File: src/rtl/param_updown_counter.sv
// param_updown_counter: debounced push-button up/down modulo counter with load and terminal-count pulse; define SATURATE_EN to saturate instead of wrap
module param_updown_counter #(
  parameter int WIDTH     = 4,
  parameter int MOD       = 16,
  parameter int RESET_VAL = 15,
  parameter int DB_CYCLES = 4
) (
  input  logic             clk,
  input  logic             reset,
  input  logic             btn,
  input  logic             up,
  input  logic             load,
  input  logic [WIDTH-1:0] load_val,
  output logic [WIDTH-1:0] count,
  output logic             tc,
  output logic             pressed
);
  localparam int DBW = DB_CYCLES > 1 ? $clog2(DB_CYCLES) : 1;
  localparam logic [DBW-1:0]   DB_LAST = DBW'(DB_CYCLES - 1);
  localparam logic [WIDTH:0]   MOD_W   = (WIDTH + 1)'(MOD);
  localparam logic [WIDTH-1:0] CMAX    = WIDTH'(MOD - 1);
  localparam logic [WIDTH-1:0] RV      = WIDTH'(RESET_VAL);
`ifdef SATURATE_EN
  localparam logic [WIDTH-1:0] WRAP_UP = CMAX;
  localparam logic [WIDTH-1:0] WRAP_DN = '0;
`else
  localparam logic [WIDTH-1:0] WRAP_UP = '0;
  localparam logic [WIDTH-1:0] WRAP_DN = CMAX;
`endif
  logic             s1_q, s1_d, s2_q, s2_d, prev_q, prev_d;
  logic             pressed_q, pressed_d, tc_q, tc_d, step, at_max, at_min;
  logic [DBW-1:0]   db_cnt_q, db_cnt_d;
  logic [WIDTH-1:0] count_q, count_d;
  assign step    = pressed_q & ~prev_q;
  assign at_max  = count_q == CMAX;
  assign at_min  = count_q == '0;
  assign count   = count_q;
  assign tc      = tc_q;
  assign pressed = pressed_q;
  always_comb begin
    s1_d      = btn;
    s2_d      = s1_q;
    prev_d    = pressed_q;
    pressed_d = pressed_q;
    db_cnt_d  = '0;
    if (s2_q != pressed_q) begin
      if (db_cnt_q == DB_LAST) pressed_d = s2_q;
      else db_cnt_d = db_cnt_q + DBW'(1);
    end
  end
  always_comb begin
    count_d = count_q;
    tc_d    = 1'b0;
    if (load) count_d = ({1'b0, load_val} >= MOD_W) ? CMAX : load_val;
    else if (step && up) begin
      tc_d    = at_max;
      count_d = at_max ? WRAP_UP : count_q + WIDTH'(1);
    end else if (step) begin
      tc_d    = at_min;
      count_d = at_min ? WRAP_DN : count_q - WIDTH'(1);
    end
  end
  always_ff @(posedge clk) begin
    if (reset) begin
      s1_q      <= 1'b0;
      s2_q      <= 1'b0;
      prev_q    <= 1'b0;
      pressed_q <= 1'b0;
      db_cnt_q  <= '0;
      count_q   <= RV;
      tc_q      <= 1'b0;
    end else begin
      s1_q      <= s1_d;
      s2_q      <= s2_d;
      prev_q    <= prev_d;
      pressed_q <= pressed_d;
      db_cnt_q  <= db_cnt_d;
      count_q   <= count_d;
      tc_q      <= tc_d;
    end
  end
endmodule
File: config.mk
export PLATFORM = sky130hd
export DESIGN_NAME = param_updown_counter
export DESIGN_NICKNAME = d
export VERILOG_FILES = /design/src/rtl/param_updown_counter.sv
export SDC_FILE = /design/constraint.sdc
export NUM_CORES = 1
export LEC_CHECK = 0
export BUFFER_PORTS_ARGS = -buffer_cell sky130_fd_sc_hd__buf_4
export CORE_AREA = 2 2 39 41
export DETAILED_ROUTE_END_ITERATION = 8
export DIE_AREA = 0 0 41 43
export PLACE_DENSITY = 0.69
export SLEW_MARGIN = 20
export SYNTH_ARGS = -nofsm -noshare
export SYNTH_HDL_FRONTEND = slang
export SYNTH_SLANG_ARGS = --single-unit
File: constraint.sdc
create_clock -name clk -period 2.1 [get_ports clk]
set_input_delay 0.105 -clock clk [delete_from_list [all_inputs] [get_ports clk]]
set_output_delay 0.105 -clock clk [all_outputs]
set_load 0.01 [all_outputs]
==> results of run 1 <==
## where the power goes
group / internal [W] / switching, W / leakage [nW]
Combinational: 0.0000354 / 0.0000308 / 0.200
Clock: 0.0000735 / 0.0000673 / 0.0150
Sequential: 0.000216 / 0.00000973 / 0.0902
## final cells by class
class / count / area [um2]
Tap cell: 16 / 20.0
Clock buffer: 4 / 26.3
Fill cell: 138 / 681
Sequential cell: 11 / 220
Multi-Input combinational cell: 44 / 305
Inverter: 5 / 18.8
Timing Repair Buffer: 15 / 113
## flip-flops by register name (all words and copies together) (netlist names)
name and cells:
s1_q 1, prev_q 1, pressed 1, count 4, db_cnt_q 2, s2_q 1, tc 1
## worst register-to-register path, stage by stage, from the launching register on
cell and delay (ns):
sky130_fd_sc_hd__dfxtp_1 0.42, sky130_fd_sc_hd__clkinv_1 0.14, sky130_fd_sc_hd__or3_1 0.36, sky130_fd_sc_hd__a311o_1 0.36, sky130_fd_sc_hd__o211ai_2 0.13
## worst paths after layout
path	cells past startpoint	from	slack, ns	end
worst min register to register	1	db_cnt_q[0]	0.43	db_cnt_q[0]
worst max-delay path	4	count[1]	0.63	count[3]
worst max register to register	4	count[1]	0.63	count[3]
worst min-delay path	2	btn	0.05	s1_q
## cell usage after synthesis
cell	count	area, um2
sky130_fd_sc_hd__nor2_1	5	18.8
sky130_fd_sc_hd__a41oi_1	2	17.5
sky130_fd_sc_hd__inv_1	4	15.0
sky130_fd_sc_hd__o211ai_2	1	12.5
sky130_fd_sc_hd__nand3b_1	1	7.51
sky130_fd_sc_hd__clkinv_1	1	3.75
sky130_fd_sc_hd__nand4_1	1	6.26
sky130_fd_sc_hd__nand2b_1	2	12.5
sky130_fd_sc_hd__o21ai_0	1	5.00
sky130_fd_sc_hd__o31ai_1	1	7.51
sky130_fd_sc_hd__a31oi_1	1	6.26
sky130_fd_sc_hd__nand2b_4	1	13.8
sky130_fd_sc_hd__a21oi_1	4	20.0
sky130_fd_sc_hd__xor2_1	1	8.76
sky130_fd_sc_hd__nor4_1	1	6.26
sky130_fd_sc_hd__o21ai_1	2	10.0
sky130_fd_sc_hd__buf_6	1	11.3
sky130_fd_sc_hd__nor2b_1	4	25.0
sky130_fd_sc_hd__a221oi_1	1	8.76
sky130_fd_sc_hd__nor3_1	1	5.00
sky130_fd_sc_hd__or3_1	2	12.5
sky130_fd_sc_hd__xnor2_1	2	17.5
sky130_fd_sc_hd__nand2_1	3	11.3
sky130_fd_sc_hd__mux2i_1	1	10.0
sky130_fd_sc_hd__o211ai_1	2	15.0
sky130_fd_sc_hd__ha_1	3	37.5
sky130_fd_sc_hd__dfxtp_1	11	220
sky130_fd_sc_hd__a311o_1	1	10.0
sky130_fd_sc_hd__clkbuf_1	3	11.3
## per-stage QoR
step	utilization, %	setup slack [ns]	cells	cell area (um2)	hold WS (ns)
2_1_floorplan	-	0.662	64	567	0.177
3_3_place_gp	48.9	0.673	91	677	0.317
3_5_place_dp	48.9	0.631	91	677	0.328
4_1_cts	50.8	0.622	95	703	0.0526
5_1_grt	50.8	0.503	95	703	0.0575
6_report	50.8	0.627	95	703	0.0533
## cells by family after synthesis
group | synth area share (%)
adder cells (fa/ha/maj) | 6.62
flip-flops | 38.9
multiplexers | 1.77
AND/OR/NAND/NOR | 21.0
XOR/XNOR | 4.64
buffers and inverters | 7.28
AO/OA/AOI/OAI | 19.9
## layer usage
layer	track usage [%]	up-vias	wire length, um
met5	0	-	0
met4	4.00	0	11
met3	7.85	2	60
met2	18.8	13	473
met1	20.0	212	468
li1	-	254	-
==> flow_summary_export.csv, run 1 <==
group,metric,value,unit
worst_setup_path,cp_cell_sequence,"clkinv_1 -> or3_1 -> a311o_1 -> o211ai_2",
timing,setup_viol,0,
route,ant_nets,0,
yosys,post_synth.cell_area_avg,8.86,um2
die,core,0.00138,mm2
die,die_width,41,um
power,static-leakage-power,0.306,nW
cts,cts.root.buffer_cell,"sky130_fd_sc_hd__clkbuf_4",
power,cell_area_power_density,616,mW/mm2
yosys,synth-seq-area-share,38.9,%
power,vdd_ir_drop_max,497,uV
cts,cts_max_level,1,
timing,fin_tns_setup,0,ns
yosys,yosys_register_bits,11,
global_route,grt_antenna_before_repair,0,
placement,place_congestion,0.760,
cells_and_area,design.final.nets,92,
cells_and_area,layout_commonest_cell,"sky130_fd_sc_hd__buf_4",
cells_and_area,most-common-layout-cells,"15 x sky130_fd_sc_hd__buf_4, 11 x sky130_fd_sc_hd__dfxtp_1, 5 x sky130_fd_sc_hd__nor2_1",
cts,cts_hold_buffers,0,
yosys,netlist_instances,64,
cts,clock_sinks,11,
cells_and_area,drive_gt1_share,25.3,%
route,vias_after_detailed_routing,481,
timing,slew_of_the_pin_with_the_lowest_slew_margin,0.317,ns
route,detailedRoute.firstPassIterationCount,4,
timing,number_of_pins_with_negative_max_slew_slack_in_the_final_report,0,
cts,post_cts_setup_buffer_count,0,
cts,cts_resized,0,
cts,clockBufferDepth,2,
timing,grt_setup_unrepaired,"no",
job,cap_violations,0,
yosys,syn_area,567,um2
route,final_wirelength,1.01,mm
timing,layout_min_cycle_time,1.47,ns
power,power.total,0.000433,W
worst_setup_path,required,2.30,ns
run_status,outcome,"finished clean",
cts,numCtsBuffers,3,
route,initialDrtViolationCount,10,
cts,cts.clk_slew.worst_paths,0.07,ns
route,drcViolationCount,0,
yosys,ys.warnings.count,0,
die,floorplan_die_area,0.00176,mm2
global_route,grt_first_pass_wirelength,1.72,mm
route,avgRoutedWirePerCell,10.7,um
min_path,hold_path_class,"in -> reg",
timing,fin_skew,0.00264,ns
cts,tritoncts_clock_tree,"yes",
worst_setup_path,critPathTopFamily,"compound AO/OA/AOI/OAI gates",
worst_setup_path,critical_path.startpoint_type,"register",
global_route,globalRoute.totalOverflow,0,
die,rows,14,
worst_setup_path,cp_slowest_cell,"sky130_fd_sc_hd__dfxtp_1",
worst_setup_path,worst-path-max-fanout,6,
timing,fmax,679,MHz
placement,detailedPlacementHpwl,749,um
worst_setup_path,timing.critical_path.slowest_cell_delay,0.42,ns
timing,period_share,70.1,%
global_route,grt_start_max_net_pins,11,
yosys,yosysUniqueCellTypes,29,
route,routed_via_density,5.06,
cells_and_area,num_antenna_cells,0,
worst_setup_path,cp_class,"reg -> reg",
worst_setup_path,setup.worst_path.end_class,"register",
cts,clk-insertion-delay-late,0.26,ns
global_route,first_global_vias,425,
die,initial_core_utilization,41.0,%
global_route,gr-usage-all-layers,14.4,%
die,floorplan.die.height,43,um
yosys,synthesis.nets,76,
die,io_pins,15,
placement,buffer_ports.inserted,14,
cells_and_area,synthToLayoutAreaGrowth,24.1,%
worst_setup_path,path_buf_inv,1,
worst_setup_path,timing.critical_path.arrival,1.67,ns
timing,hold_viol_final,0,
timing,max_slew_margin,78.9,%
No activity file was read; power rests on OpenSTA's default activity.
==> inputs of run 2 (changes only) <==
Settings changed: ABC_AREA set to 1, CORE_AREA 2 2 39 41 to 2 2 40 42, DIE_AREA 0 0 41 43 to 0 0 42 44, PLACE_DENSITY 0.69 to 0.72.
Clock period 2.1 ns to 1.2 ns, I/O delays scaled along.
==> run 2 against run 1 <==
Against the previous run: clock skew grew 0.0028 ns; total power grew 86%; clock power up 79%; fmax grew 30%; synthesized cell count rose by 44%; count of clock-buffer cells in the layout stayed put; sequential power increased by 73%; critical path type unchanged; largest cell class unchanged; highest routed layer unchanged.
==> flow_summary_export.csv, run 2 <==
group,metric,value,unit
run_status,outcome,"finished clean",
power,power.total,0.000805,W
cells_and_area,drive_gt1_share,32.5,%
yosys,synthTopCellsByArea,"sky130_fd_sc_hd__dfxtp_1 36%, sky130_fd_sc_hd__nand2_1 16%, sky130_fd_sc_hd__inv_1 9.1%",
cts,clk-insertion-delay-late,0.27,ns
global_route,grt_antenna_before_repair,0,
cts,cts.root.buffer_cell,"sky130_fd_sc_hd__clkbuf_4",
route,final_wirelength,1.26,mm
route,ant_nets,0,
worst_setup_path,cp_class,"reg -> reg",
global_route,first_global_vias,560,
die,initial_core_utilization,43.4,%
yosys,post_synth.cell_area_avg,6.69,um2
cts,cts.clk_slew.worst_paths,0.07,ns
cts,clock_sinks,11,
global_route,gr-max-usage-layer,"met2",
route,routed_via_density,4.75,
global_route,use_met2,26.3,%
cells_and_area,layout_commonest_cell,"sky130_fd_sc_hd__nand2_1",
job,cap_violations,0,
die,floorplan.die.height,44,um
worst_setup_path,timing.critical_path.arrival,1.29,ns
placement,buffer_ports.inserted,14,
yosys,synthDominantCellAreaShare,35.8,%
power,cellInternalPower,0.000589,W
power,net_switching_component_of_the_power,0.000216,W
route,initialDrtViolationCount,9,
cells_and_area,largest_register_ffs,4,
die,io_pins,15,
yosys,yosysUniqueCellTypes,19,
timing,number_of_pins_with_negative_max_slew_slack_in_the_final_report,0,
worst_setup_path,worst-path-max-fanout,4,
worst_setup_path,critical_path.startpoint_type,"register",
cells_and_area,synthToLayoutAreaGrowth,33.7,%
min_path,hold_path_class,"in -> reg",
yosys,synth_edf_count,0,
yosys,netlist_instances,92,
global_route,grt_first_pass_wirelength,2.13,mm
die,floorplan_die_area,0.00185,mm2
cells_and_area,num_antenna_cells,0,
timing,grt_setup_unrepaired,"yes",
power,cell_area_power_density,978,mW/mm2
yosys,netlist_top_cells_count,"26 x sky130_fd_sc_hd__nand2_1, 15 x sky130_fd_sc_hd__inv_1, 13 x sky130_fd_sc_hd__nor2_1",
timing,slew_of_the_pin_with_the_lowest_slew_margin,0.348,ns
yosys,synthesis.nets,104,
cts,numCtsBuffers,3,
power,vdd_ir_drop_max,708,uV
timing,max_slew_margin,76.7,%
power,power.combinational.fraction,20.0,%
global_route,globalRoute.totalOverflow,0,
power,power.clock.fraction,31.3,%
timing,fmax,882,MHz
route,vias_after_detailed_routing,618,
yosys,syn_area,616,um2
worst_setup_path,required,1.36,ns
global_route,gr-usage-met3,4.17,%
timing,hold_viol_final,0,
cts,post_cts_setup_buffer_count,0,
cts,tritoncts_clock_tree,"yes",
yosys,synth.largest_area_cell,"sky130_fd_sc_hd__dfxtp_1",
route,drcViolationCount,0,
yosys,synth-seq-area-share,35.8,%
global_route,gr-usage-all-layers,15.2,%
placement,place_congestion,0.821,
die,die_width,42,um
yosys,ys_dominant_reg_cell,"sky130_fd_sc_hd__dfxtp_1",
cells_and_area,design.final.nets,127,
power,share_seq_of_total_power,48.7,%
global_route,grt_util_met1,18.1,%
power,switching_share,26.8,%
timing,period_share,94.5,%
placement,detailedPlacementHpwl,977,um
yosys,yosys_register_bits,11,
global_route,grt_start_max_net_pins,9,
timing,fin_skew,0.00544,ns
cts,clockBufferDepth,2,
yosys,ys.warnings.count,0,
timing,layout_min_cycle_time,1.13,ns
worst_setup_path,setup.worst_path.end_class,"register",
cells_and_area,fin_util,58.0,%
power,static-leakage-power,0.423,nW
die,rows,14,
cts,cts_max_level,1,
die,core,0.00142,mm2
cells_and_area,most-common-layout-cells,"26 x sky130_fd_sc_hd__nand2_1, 19 x sky130_fd_sc_hd__buf_4, 13 x sky130_fd_sc_hd__inv_1",
timing,setup_viol,0,
yosys,synth-async-reset-ratio,0,%
route,avgRoutedWirePerCell,9.67,um
route,detailedRoute.firstPassIterationCount,4,
yosys,yosys.cell_count.top_type,"sky130_fd_sc_hd__nand2_1",
## run 2: path summary, 6_finish.rpt
kind,cells past startpoint,startpoint,slack (ns),end
max,8,count[0],0.07,count[0]
min,2,reset,0.006,tc
max reg2reg,8,count[0],0.07,count[0]
min reg2reg,2,s1_q,0.41,s2_q
## run 2: power groups by stage
stage	Combinational, W	Sequential, W	Clock (W)
2_1_floorplan	0.0000755	0.000406	0
3_3_place_gp	0.000148	0.000400	0
3_5_place_dp	0.000151	0.000401	0
4_1_cts	0.000154	0.000392	0.000257
5_1_grt	0.000179	0.000394	0.000282
6_report	0.000161	0.000392	0.000252
## run 2: cell families (layout without fill, tap and decap cells)
| group | after synthesis | count (layout) | synth area share, % |
|---|---|---|---|
| xor+xnor | 1 | 1 | 1.42 |
| flops | 11 | 11 | 35.8 |
| simple gates | 48 | 48 | 33.1 |
| compound gates | 11 | 11 | 11.4 |
| buf+inv | 18 | 40 | 12.2 |
| fa+ha+maj | 3 | 3 | 6.10 |
## run 2: area by class of cell
type,count,area [um2]
Sequential cell,11,224
Tap cell,16,20.0
Multi-Input combinational cell,63,340
Clock buffer,4,26.3
Inverter,16,60.1
Fill cell,134,596
Timing Repair Buffer,20,153
## run 2: worst max-delay path, stage by stage, from the launching register on
cell and delay [ns]:
sky130_fd_sc_hd__dfxtp_2 0.35, sky130_fd_sc_hd__ha_1 0.15, sky130_fd_sc_hd__inv_1 0.05, sky130_fd_sc_hd__nor2_2 0.12, sky130_fd_sc_hd__nand3_2 0.09, sky130_fd_sc_hd__nand2_1 0.08
sky130_fd_sc_hd__nand2_1 0.05, sky130_fd_sc_hd__nand2_1 0.06, sky130_fd_sc_hd__nand3_1 0.06
## run 2: what timing repair did
action,4_1_cts,5_1_grt
hold buffers,1,0
endpoints found under the setup margin,0,4
hold endpoints to repair,1,0
resized for setup,0,9
## run 2: metrics by stage
stage / TNS, ns / cell area, um2 / hold WS (ns) / worst slack, ns / instances
after floorplan: 0 / 618 / 0.133 / 0.0245 / 92
after global placement: 0 / 766 / 0.261 / 0.0358 / 125
after detailed placement: 0 / 766 / 0.268 / 0.0171 / 125
after CTS: 0 / 802 / 0.000267 / 0.0110 / 130
after global routing: -0.0630 / 823 / 0.000779 / -0.0406 / 130
final: 0 / 823 / 0.00625 / 0.0666 / 130
## run 2: metal layers
layer  wire [um]  vias up
li1            -      332
met1         544      269
met2         626       15
met3          69        2
met4          16        0
met5           0        -
